**config.mk**
```make
export PLATFORM = sky130hd
export DESIGN_NAME = bioram_arb
export DESIGN_NICKNAME = d
export VERILOG_FILES = /design/src/rtl/bioram_pkg.sv /design/src/rtl/bioram_arb_pick.sv /design/src/rtl/bioram_arb.sv
export SDC_FILE = /design/constraint.sdc
export NUM_CORES = 1
export LEC_CHECK = 0
export BUFFER_PORTS_ARGS = -buffer_cell sky130_fd_sc_hd__buf_4
export CORE_MARGIN = 4
export CORE_UTILIZATION = 30
export DETAILED_ROUTE_END_ITERATION = 7
export PLACE_DENSITY = 0.7
export SYNTH_ARGS = -nofsm -noshare
export SYNTH_HDL_FRONTEND = slang
export SYNTH_SLANG_ARGS = --single-unit
```
**constraint.sdc**
```tcl
create_clock -name clk -period 2.6 [get_ports clk]
set_clock_uncertainty 0.1 [all_clocks]
set_input_delay 0.13 -clock clk [delete_from_list [all_inputs] [get_ports clk]]
set_output_delay 0.13 -clock clk [all_outputs]
set_load 0.1 [all_outputs]
```
**src/rtl/bioram_pkg.sv**
```systemverilog
// bioram_pkg: shared widths, command bundle and port ids for the BIO SRAM arbiter.
// Consumed by bioram_arb and bioram_arb_pick.
package bioram_pkg;

    localparam int BIORAM_ADDR_W   = 10;
    localparam int BIORAM_DATA_W   = 32;
    localparam int BIORAM_BE_W     = BIORAM_DATA_W / 8;
    localparam int BIORAM_MAX_LOCK = 4;

    typedef enum logic {
        PORT_HOST = 1'b0,
        PORT_BIO  = 1'b1
    } bioram_port_e;

    typedef struct packed {
        logic                     we;
        logic [BIORAM_BE_W-1:0]   be;
        logic [BIORAM_ADDR_W-1:0] addr;
        logic [BIORAM_DATA_W-1:0] wdata;
        logic                     lock;
    } bioram_cmd_t;

endpackage

```
**src/rtl/bioram_arb_pick.sv**
```systemverilog
// bioram_arb_pick: combinational 2-way picker (lock owner, forced release, base policy).
// BIORAM_ARB_RR_EN selects round-robin ties; otherwise port 0 wins ties.
module bioram_arb_pick
    import bioram_pkg::*;
(
    input  logic [1:0]   req_i,
    input  bioram_port_e last_i,
    input  logic         lock_vld_i,
    input  bioram_port_e lock_own_i,
    input  logic         lock_max_i,
    output logic         any_o,
    output bioram_port_e win_o
);

`ifdef BIORAM_ARB_RR_EN
    localparam bit RR_EN = 1'b1;
`else
    localparam bit RR_EN = 1'b0;
`endif

    bioram_port_e oth;
    bioram_port_e tie_win;
    logic         own_req;
    logic         oth_req;

    // Owner keeps the slot until its budget runs out, then the other port gets it
    always_comb begin
        oth     = (lock_own_i == PORT_HOST) ? PORT_BIO : PORT_HOST;
        own_req = req_i[lock_own_i];
        oth_req = req_i[oth];
        tie_win = PORT_HOST;
        if (RR_EN && (last_i == PORT_HOST)) begin
            tie_win = PORT_BIO;
        end
        any_o = |req_i;
        win_o = PORT_HOST;
        if (lock_vld_i && own_req && !lock_max_i) begin
            win_o = lock_own_i;
        end else if (lock_vld_i && lock_max_i && oth_req) begin
            win_o = oth;
        end else if (req_i == 2'b11) begin
            win_o = tie_win;
        end else if (req_i[1]) begin
            win_o = PORT_BIO;
        end
    end

endmodule

```
**src/rtl/bioram_arb.sv**
```systemverilog
// bioram_arb: two-requester arbiter/sequencer for the 1Kx32 BIO single-port SRAM macro.
// Optional macro BIORAM_ARB_RR_EN: round-robin base policy instead of fixed port-0 priority.
module bioram_arb
    import bioram_pkg::*;
#(
    parameter int ADDR_W   = BIORAM_ADDR_W,
    parameter int DATA_W   = BIORAM_DATA_W,
    parameter int MAX_LOCK = BIORAM_MAX_LOCK
) (
    input  logic                clk,
    input  logic                reset_n,
    input  logic                p0_req,
    input  logic                p0_we,
    input  logic [DATA_W/8-1:0] p0_be,
    input  logic [ADDR_W-1:0]   p0_addr,
    input  logic [DATA_W-1:0]   p0_wdata,
    input  logic                p0_lock,
    output logic                p0_gnt,
    output logic                p0_rvalid,
    output logic [DATA_W-1:0]   p0_rdata,
    input  logic                p1_req,
    input  logic                p1_we,
    input  logic [DATA_W/8-1:0] p1_be,
    input  logic [ADDR_W-1:0]   p1_addr,
    input  logic [DATA_W-1:0]   p1_wdata,
    input  logic                p1_lock,
    output logic                p1_gnt,
    output logic                p1_rvalid,
    output logic [DATA_W-1:0]   p1_rdata,
    output logic                ram_cen,
    output logic                ram_gwen,
    output logic [DATA_W-1:0]   ram_wen,
    output logic [ADDR_W-1:0]   ram_a,
    output logic [DATA_W-1:0]   ram_d,
    input  logic [DATA_W-1:0]   ram_q
);

    localparam int         BE_W    = DATA_W / 8;
    localparam logic [3:0] MAX_CNT = 4'(MAX_LOCK);

    bioram_cmd_t  cmd [2];
    bioram_cmd_t  win_cmd;
    bioram_port_e win;
    logic         any;

    bioram_port_e last_q, last_d;
    logic         lock_vld_q, lock_vld_d;
    bioram_port_e lock_own_q, lock_own_d;
    logic [3:0]   lock_cnt_q, lock_cnt_d;
    logic [1:0]   rvalid_q, rvalid_d;
    logic [ADDR_W-1:0] a_q, a_d;
    logic [DATA_W-1:0] d_q, d_d;
    logic         lock_max;

    assign cmd[0] = '{we: p0_we, be: p0_be, addr: p0_addr,
                      wdata: p0_wdata, lock: p0_lock};
    assign cmd[1] = '{we: p1_we, be: p1_be, addr: p1_addr,
                      wdata: p1_wdata, lock: p1_lock};
    assign lock_max = lock_vld_q && (lock_cnt_q == MAX_CNT);

    bioram_arb_pick u_pick (
        .req_i      ({p1_req, p0_req}),
        .last_i     (last_q),
        .lock_vld_i (lock_vld_q),
        .lock_own_i (lock_own_q),
        .lock_max_i (lock_max),
        .any_o      (any),
        .win_o      (win)
    );

    assign win_cmd   = cmd[win];
    assign p0_gnt    = any && (win == PORT_HOST);
    assign p1_gnt    = any && (win == PORT_BIO);
    assign p0_rvalid = rvalid_q[0];
    assign p1_rvalid = rvalid_q[1];
    assign p0_rdata  = ram_q;
    assign p1_rdata  = ram_q;

    // Macro pins: live command when granted, parked (address/data held) when idle
    always_comb begin
        ram_cen  = ~any;
        ram_gwen = ~(any && win_cmd.we && (|win_cmd.be));
        for (int b = 0; b < BE_W; b++) begin
            ram_wen[8*b +: 8] = {8{~(any && win_cmd.be[b])}};
        end
        a_d   = any ? win_cmd.addr : a_q;
        d_d   = any ? win_cmd.wdata : d_q;
        ram_a = a_d;
        ram_d = d_d;
    end

    // Next lock/last-winner/response state; lock drops when owner idles or budget is spent
    always_comb begin
        last_d     = last_q;
        lock_vld_d = lock_vld_q;
        lock_own_d = lock_own_q;
        lock_cnt_d = lock_cnt_q;
        rvalid_d   = 2'b00;
        if (lock_vld_q && (!cmd_req(lock_own_q) || lock_max)) begin
            lock_vld_d = 1'b0;
            lock_cnt_d = 4'd0;
        end
        if (any) begin
            last_d = win;
            rvalid_d[win] = ~win_cmd.we;
            if (win_cmd.lock) begin
                lock_cnt_d = (lock_vld_d && (lock_own_q == win))
                           ? lock_cnt_q + 4'd1 : 4'd1;
                lock_vld_d = 1'b1;
                lock_own_d = win;
            end else begin
                lock_vld_d = 1'b0;
                lock_cnt_d = 4'd0;
            end
        end
    end

    function automatic logic cmd_req(bioram_port_e p);
        return (p == PORT_HOST) ? p0_req : p1_req;
    endfunction

    // State registers with synchronous active-low reset
    always_ff @(posedge clk) begin
        if (!reset_n) begin
            last_q     <= PORT_BIO;
            lock_vld_q <= 1'b0;
            lock_own_q <= PORT_HOST;
            lock_cnt_q <= 4'd0;
            rvalid_q   <= 2'b00;
            a_q        <= '0;
            d_q        <= '0;
        end else begin
            last_q     <= last_d;
            lock_vld_q <= lock_vld_d;
            lock_own_q <= lock_own_d;
            lock_cnt_q <= lock_cnt_d;
            rvalid_q   <= rvalid_d;
            a_q        <= a_d;
            d_q        <= d_d;
        end
    end

endmodule
```
==> results.tsv, run 1 <==
stage	metric	value	unit
finish	multi_input_area	0.00230	sq mm
synth	async_reset_ff_frac	0	
timing	post-route-min-period	2.61	ns
worst_hold_path	hold_depth	3	
timing	slew_viol_final	0	
synth	netlist_area	0.00374	sq mm
synth	synth_top_family_by_area	buffers and inverters	
finish	nets	701	
placed_design	port_buffers	179	
drt	viasPerCell	5.30	
synth	yosys.area_share.adder	0.00668	
synth	synth_cells	458	
synth	yosysSeqAreaShare	0.267	
timing	layout_setup_ws	-0.0147	ns
outcome	outcome	finished, violations left	
synth	yosys_warnings	0	
grt	grt_max_degree	52	
timing	fmax	382	MHz
synth	synth_edf_count	0	
setup_path	worst_ep_arrival_time	2.38	ns
placed_design	hpwl	8.67	mm
placed_design	gp_congestion	0.756	
die	die_y	120	um
setup_path	crit_end	ram_wen[16]	
die	pin_count	276	
placed_design	placed_cell_area	0.00500	sq mm
clocking	path_clk_slew	0.07	ns
clocking	clk_latency	0.29	ns
synth	synthSimpleGateAreaFrac	0.177	
drt	ant_nets	0	
power_and_ir_drop	total_leakage_power	0.00261	uW
timing	hold_violations	0	
worst_hold_path	hold_class	in -> reg	
grt	antenna_found_initial	0	
synth	synthFlopType	dfxtp_1	
synth	muxShareOfSynthArea	0.121	
clocking	cts_sinks	50	
timing	slew_headroom	0.348	
drt	wl_per_cell	18.8	um
synth	synth_xor_area_frac	0.00668	
die	dieArea	0.0143	sq mm
finish	n_fill_cell	1064	
setup_path	reg2reg_depth	10	
grt	first_global_vias	3876	
grt	grt_pass1_wl	20.0	mm
outcome	violations	setup timing	
setup_path	critPathMostFrequentCell	buf_12	
synth	yosys_register_bits	50	
finish	drive_gt1_frac	0.488	
timing	setup_violations	12	
power_and_ir_drop	ir_drop	0.314	mV
clocking	tritoncts	done	
finish	seqCellArea	0.00101	sq mm
clocking	cts_buffer_depth	2	
clocking	cts-htree-levels	2	
die	placement_rows	40	
synth	synth_nets	592	
die	die_w	120	um
clocking	cts_buffers	5	
drt	drc	0	
run	maxCapViolCount	0	
grt	overflow	0	
power_and_ir_drop	finalPower	3470	uW
clocking	root_buffer	clkbuf_16	
setup_path	r2r-start	lock_cnt_q[1]$_SDFFE_PN0P_	
setup_path	crit_chain	inv_2, ha_4, and3b_2, xnor2_4, o21ai_4, buf_12, and3_1, a31oi_4, buf_12, buf_8	
grt	track_usage	0.172	
synth	synth_compound_area_frac	0.174	
die	floorplan.initialDensity	0.309	
drt	routed_wl	13.8	mm
setup_path	cp_slowest_stage_delay	0.36	ns
drt	drt_iter0_drc	160	
setup_path	regToRegEndpoint	d_q[11]$_SDFF_PN0_	
setup_path	path_max_fanout	20	
timing	worst_pin_slew	0.977	ns
setup_path	cpMaxStageDelayCell	dfxtp_2	
finish	syn_to_final_growth	68.1	%
timing	fin_crit_sh	1.01	
setup_path	worst_setup_path_end_kind	output pin	
drt	drtPass1Iterations	5	
power_and_ir_drop	p_per_area	551	mW/mm^2
setup_path	crit_start	lock_cnt_q[1]$_SDFFE_PN0P_	
setup_path	regToRegSetupSlack	0.37	ns
drt	dr_total_vias	3907	
finish	utilization	0.520	
setup_path	start_kind	register	
setup_path	required	2.37	ns
finish	fin_area	0.00630	sq mm
synth	synth_area_per_cell	8.18	sq um
setup_path	path_class	reg -> out	
synth	synth.distinct_cells	40	
die	core	0.0121	sq mm
timing	rsz0062_at_grt	yes	
sequential cells by signal, indices dropped and copies added, names as in the netlist:
signal / flops
d_q: 32
a_q: 10
lock_cnt_q: 4
rvalid_q: 2
lock_own_q: 1
lock_vld_q: 1
how the worst min path moves through the flow:
stage	slack, ns	end	start
2_1_floorplan	0.10	rvalid_q[0]$_SDFF_PN0_	p0_we
3_3_place_gp	0.16	p0_rdata[24]	ram_q[24]
3_5_place_dp	0.16	p0_rdata[24]	ram_q[24]
4_1_cts	0.002	a_q[0]$_SDFF_PN0_	p1_addr[0]
5_1_grt	0.008	d_q[18]$_SDFF_PN0_	p1_wdata[18]
6_report	0.01	a_q[0]$_SDFF_PN0_	p1_addr[0]
logic make-up (layout without fill, tap and decap cells):
family / after synthesis / in the layout
AOI/OAI and AO/OA: 98 / 98
xor gates and xnor gates: 2 / 2
adders and majority gates: 2 / 2
buffers and inverters: 145 / 255
DFF: 50 / 50
muxes: 45 / 45
other: 0 / 1
and+or+nand+nor: 116 / 116
synthesized netlist by cell type (2+ instances only):
cell | number | share of area
o21ai_1 | 12 | 0.016
nor2_1 | 5 | 0.0050
mux2i_1 | 44 | 0.12
inv_1 | 5 | 0.0050
o21ai_0 | 31 | 0.041
buf_1 | 2 | 0.0020
nand4b_1 | 3 | 0.0070
clkbuf_1 | 32 | 0.032
o31ai_1 | 38 | 0.076
nand2_1 | 5 | 0.0050
nor3_1 | 2 | 0.0027
a31oi_1 | 6 | 0.010
and3_1 | 4 | 0.0067
nand3b_1 | 2 | 0.0040
clkbuf_2 | 3 | 0.0040
nand4_1 | 44 | 0.074
buf_6 | 3 | 0.0090
buf_4 | 94 | 0.19
o31ai_2 | 4 | 0.013
nand3_1 | 45 | 0.060
dfxtp_1 | 50 | 0.27
ha_1 | 2 | 0.0067
buf_2 | 5 | 0.0067
routing by layer:
layer / track usage / vias to the layer above / share of wire
li1: - / 1816 / -
met1: 0.183 / 1863 / 0.37
met2: 0.314 / 187 / 0.52
met3: 0.0504 / 41 / 0.080
met4: 0.0752 / 0 / 0.027
met5: 0 / - / 0
cells in the final DEF, fill, tap and decap left out, drive strengths merged, types with 10 or more instances in the layout:
cell | synthesis | final
buf | 104 | 199
dfxtp | 50 | 50
nand3 | 45 | 45
mux2i | 44 | 44
nand4 | 44 | 44
o21ai | 44 | 44
o31ai | 42 | 42
dlygate4sd3 | 0 | 38
clkbuf | 35 | 10
critical path, delay by kind of cell, from the launching register on:
| family | cells | cell delay [ns] |
|---|---|---|
| flops | 1 | 0.36 |
| simple gates | 2 | 0.49 |
| compound gates | 2 | 0.35 |
| fa+ha+maj | 1 | 0.14 |
| buf+inv | 4 | 0.59 |
| xor+xnor | 1 | 0.14 |
through the flow:
| step | setup slack, ns | std cells | TNS [ns] | hold WS [ns] |
|---|---|---|---|---|
| floorplan | -0.162 | 458 | -6.27 | 0.101 |
| finish | -0.0147 | 737 | -0.0917 | 0.0149 |
| global route | -0.0942 | 736 | -3.09 | 0.00787 |
| CTS | -0.0198 | 730 | -0.165 | 0.00178 |
| detailed placement | 0.158 | 677 | 0 | 0.161 |
| global placement | 0.218 | 677 | 0 | 0.161 |
final cells by class:
cell class,count,area share
flip-flops and latches,50,0.160
well taps,168,0.0334
multi-input cells,263,0.365
repair buffers,241,0.412
clock inverters,1,0.000795
diodes,1,0.000397
inverters,6,0.00556
clock buffers,7,0.0227
report_power, final:
part	internal (uW)	leakage (uW)	switching, uW
clock	383	0.0000739	299
sequential	820	0.000414	18.4
combinational	632	0.00212	1320
total	1830	0.00261	1630
timing repair:
action | 4_1_cts | 5_1_grt
cloned | 1 | 3
pin swaps | 5 | 3
endpoints found under the setup margin | 76 | 75
setup buffers | 6 | 3
hold endpoints to repair | 38 | 0
resized for setup | 54 | 78
hold buffers | 38 | 0
(Power assumes the default switching activity.)
==> inputs of run 2 (changes only) <==
==> constraint.sdc (replaced) <==
create_clock -name clk -period 3 [get_ports clk]
set_clock_uncertainty 0.1 [all_clocks]
set_input_delay 0.15 -clock clk [delete_from_list [all_inputs] [get_ports clk]]
set_output_delay 0.15 -clock clk [all_outputs]
set_load 0.1 [all_outputs]
==> run 2 against run 1 <==
Against the previous run:
- register-to-register slack better by 0.33 ns
- die area stayed put
- routed wire length is 17% lower
- power is 22% lower
- sequential cell count stayed put
- core utilization is 11 points lower
- clock power is 12% lower
- the run now ends clean
- sequential share of layout area is 4.0 points higher
- global-route usage is 2.3 points lower
- largest cell class is now multi-input combinational cells
==> results.tsv, run 2 (same netlist as run 1, synthesis figures left out) <==
stage	metric	value	unit
setup_path	path_class	reg -> out	
placed_design	gp_congestion	0.766	
grt	antenna_found_initial	0	
timing	rsz0062_at_grt	yes	
clocking	cts_sinks	50	
timing	slew_viol_final	0	
placed_design	placed_cell_area	0.00461	sq mm
finish	fin_area	0.00501	sq mm
run	maxCapViolCount	0	
drt	viasPerCell	5.26	
drt	drc	0	
placed_design	hpwl	8.05	mm
finish	diodes	0	
finish	nets	669	
setup_path	reg2reg_depth	9	
setup_path	regToRegEndpoint	d_q[12]$_SDFF_PN0_	
drt	dr_total_vias	3705	
die	dieArea	0.0143	sq mm
clocking	clk_latency	0.30	ns
finish	layout_common_cells	182 x buf_4, 50 x dfxtp_1, 45 x nand3_1	
worst_hold_path	hold_class	in -> reg	
finish	largest_reg_flops	32	
worst_hold_path	min_to	a_q[9]$_SDFF_PN0_	
clocking	post_cts_buffers	0	
placed_design	dp.cells	673	
setup_path	worst_ep_arrival_time	2.60	ns
grt	grt_max_degree	51	
die	core	0.0121	sq mm
drt	drtPass1Iterations	4	
clocking	tritoncts	done	
die	die_y	120	um
drt	wl_per_cell	16.4	um
timing	post-route-min-period	2.85	ns
setup_path	start_kind	register	
setup_path	required	2.75	ns
die	placement_rows	40	
setup_path	regToRegSetupSlack	0.70	ns
timing	hold_violations	0	
finish	drive_gt1_frac	0.453	
finish	final_common_cell	buf_4	
drt	drt_iter0_drc	154	
timing	whs	0.0129	ns
timing	fin_crit_sh	0.950	
placed_design	port_buffers	179	
power_and_ir_drop	p_per_area	540	mW/mm^2
clocking	path_clk_slew	0.07	ns
clocking	root_buffer	clkbuf_16	
grt	overflow	0	
worst_hold_path	hold_start	p1_addr[9]	
timing	fmax	351	MHz
timing	slew_headroom	0.575	
die	pin_count	276	
grt	first_global_vias	3586	
outcome	outcome	finished, final reports clean	
clocking	cts_buffer_depth	2	
clocking	cts-htree-levels	2	
finish	top_regs	d_q (32), a_q (10), lock_cnt_q (4)	
grt	grt_pass1_wl	17.5	mm
die	die_w	120	um
setup_path	path_max_fanout	8	
finish	final_cells	704	
grt	track_usage	0.149	
timing	setup_violations	0	
finish	syn_to_final_growth	33.7	%
timing	worst_pin_slew	0.633	ns
power_and_ir_drop	ir_drop	0.190	mV
worst_hold_path	hold_depth	3	
setup_path	worst_setup_path_end_kind	output pin	
power_and_ir_drop	total_leakage_power	0.00215	uW
drt	routed_wl	11.5	mm
power_and_ir_drop	finalPower	2700	uW
finish	top_register	d_q	
setup_path	r2r-start	lock_cnt_q[0]$_SDFFE_PN0P_	
clocking	cts_buffers	5	
die	floorplan.initialDensity	0.309	
drt	ant_nets	0	
## run 2: changes by cell type in the layout (fill, tap and decap cells not counted), sizes merged
cell | previous run | this run
clkinv | 2 | 3
dlygate4sd3 | 38 | 23
clkbuf | 10 | 7
inv | 5 | 4
bufbuf | 1 | 0
diode | 1 | 0
buf | 199 | 186
## run 2: layout make-up
| class | instances | area (sq um) |
|---|---|---|
| clock buffer | 7 | 143 |
| clock inverter | 1 | 5.00 |
| fill | 1188 | 7100 |
| inverter | 6 | 23.8 |
| multi-input combinational | 263 | 1970 |
| sequential | 50 | 1000 |
| tap | 168 | 210 |
| timing repair buffer | 209 | 1650 |
## run 2: critical path: stages (launching register included)
cell and delay, ns:
dfxtp_1 0.39, inv_1 0.07, ha_1 0.18, and3b_1 0.25, xnor2_2 0.17, o21ai_4 0.24
nand2_2 0.17, a31oi_2 0.46, buf_4 0.37
## run 2: what timing repair did
item / 4_1_cts / 5_1_grt
gates resized for setup: 0 / 5
hold endpoints to repair: 23 / 0
hold buffers: 23 / 0
setup endpoints to repair: 0 / 30
## run 2: power breakdown
group	switching [uW]	leakage (uW)	internal, uW
registers	15.8	0.000413	711
clock network	266	0.0000739	332
logic	1040	0.00167	336
total	1330	0.00215	1380
## run 2: how the worst max path moves through the flow
| stage | start | end | slack, ns | cells after the start |
|---|---|---|---|---|
| 2_1_floorplan | lock_cnt_q[0]$_SDFFE_PN0P_ | ram_d[24] | -0.34 | 11 |
| 3_3_place_gp | lock_cnt_q[0]$_SDFFE_PN0P_ | ram_d[12] | 0.43 | 10 |
| 3_5_place_dp | lock_cnt_q[0]$_SDFFE_PN0P_ | ram_d[22] | 0.35 | 10 |
| 5_1_grt | lock_cnt_q[0]$_SDFFE_PN0P_ | ram_wen[23] | -0.02 | 8 |
| 6_report | lock_cnt_q[0]$_SDFFE_PN0P_ | ram_wen[17] | 0.15 | 8 |
| 4_1_cts | lock_cnt_q[0]$_SDFFE_PN0P_ | ram_d[22] | 0.003 | 10 |
## run 2: through the flow
stage | setup slack (ns) | utilization | setup TNS, ns
floorplan | -0.336 | - | -11.48
global placement | 0.433 | 0.381 | 0
detailed placement | 0.346 | 0.381 | 0
CTS | 0.00323 | 0.412 | 0
global route | -0.0242 | 0.413 | -0.169
finish | 0.150 | 0.413 | 0
## run 2: metal layers
layer	share of wire	global-route usage
met5	0	0
met3	0.078	0.0443
met2	0.49	0.268
met1	0.41	0.165
met4	0.022	0.0558
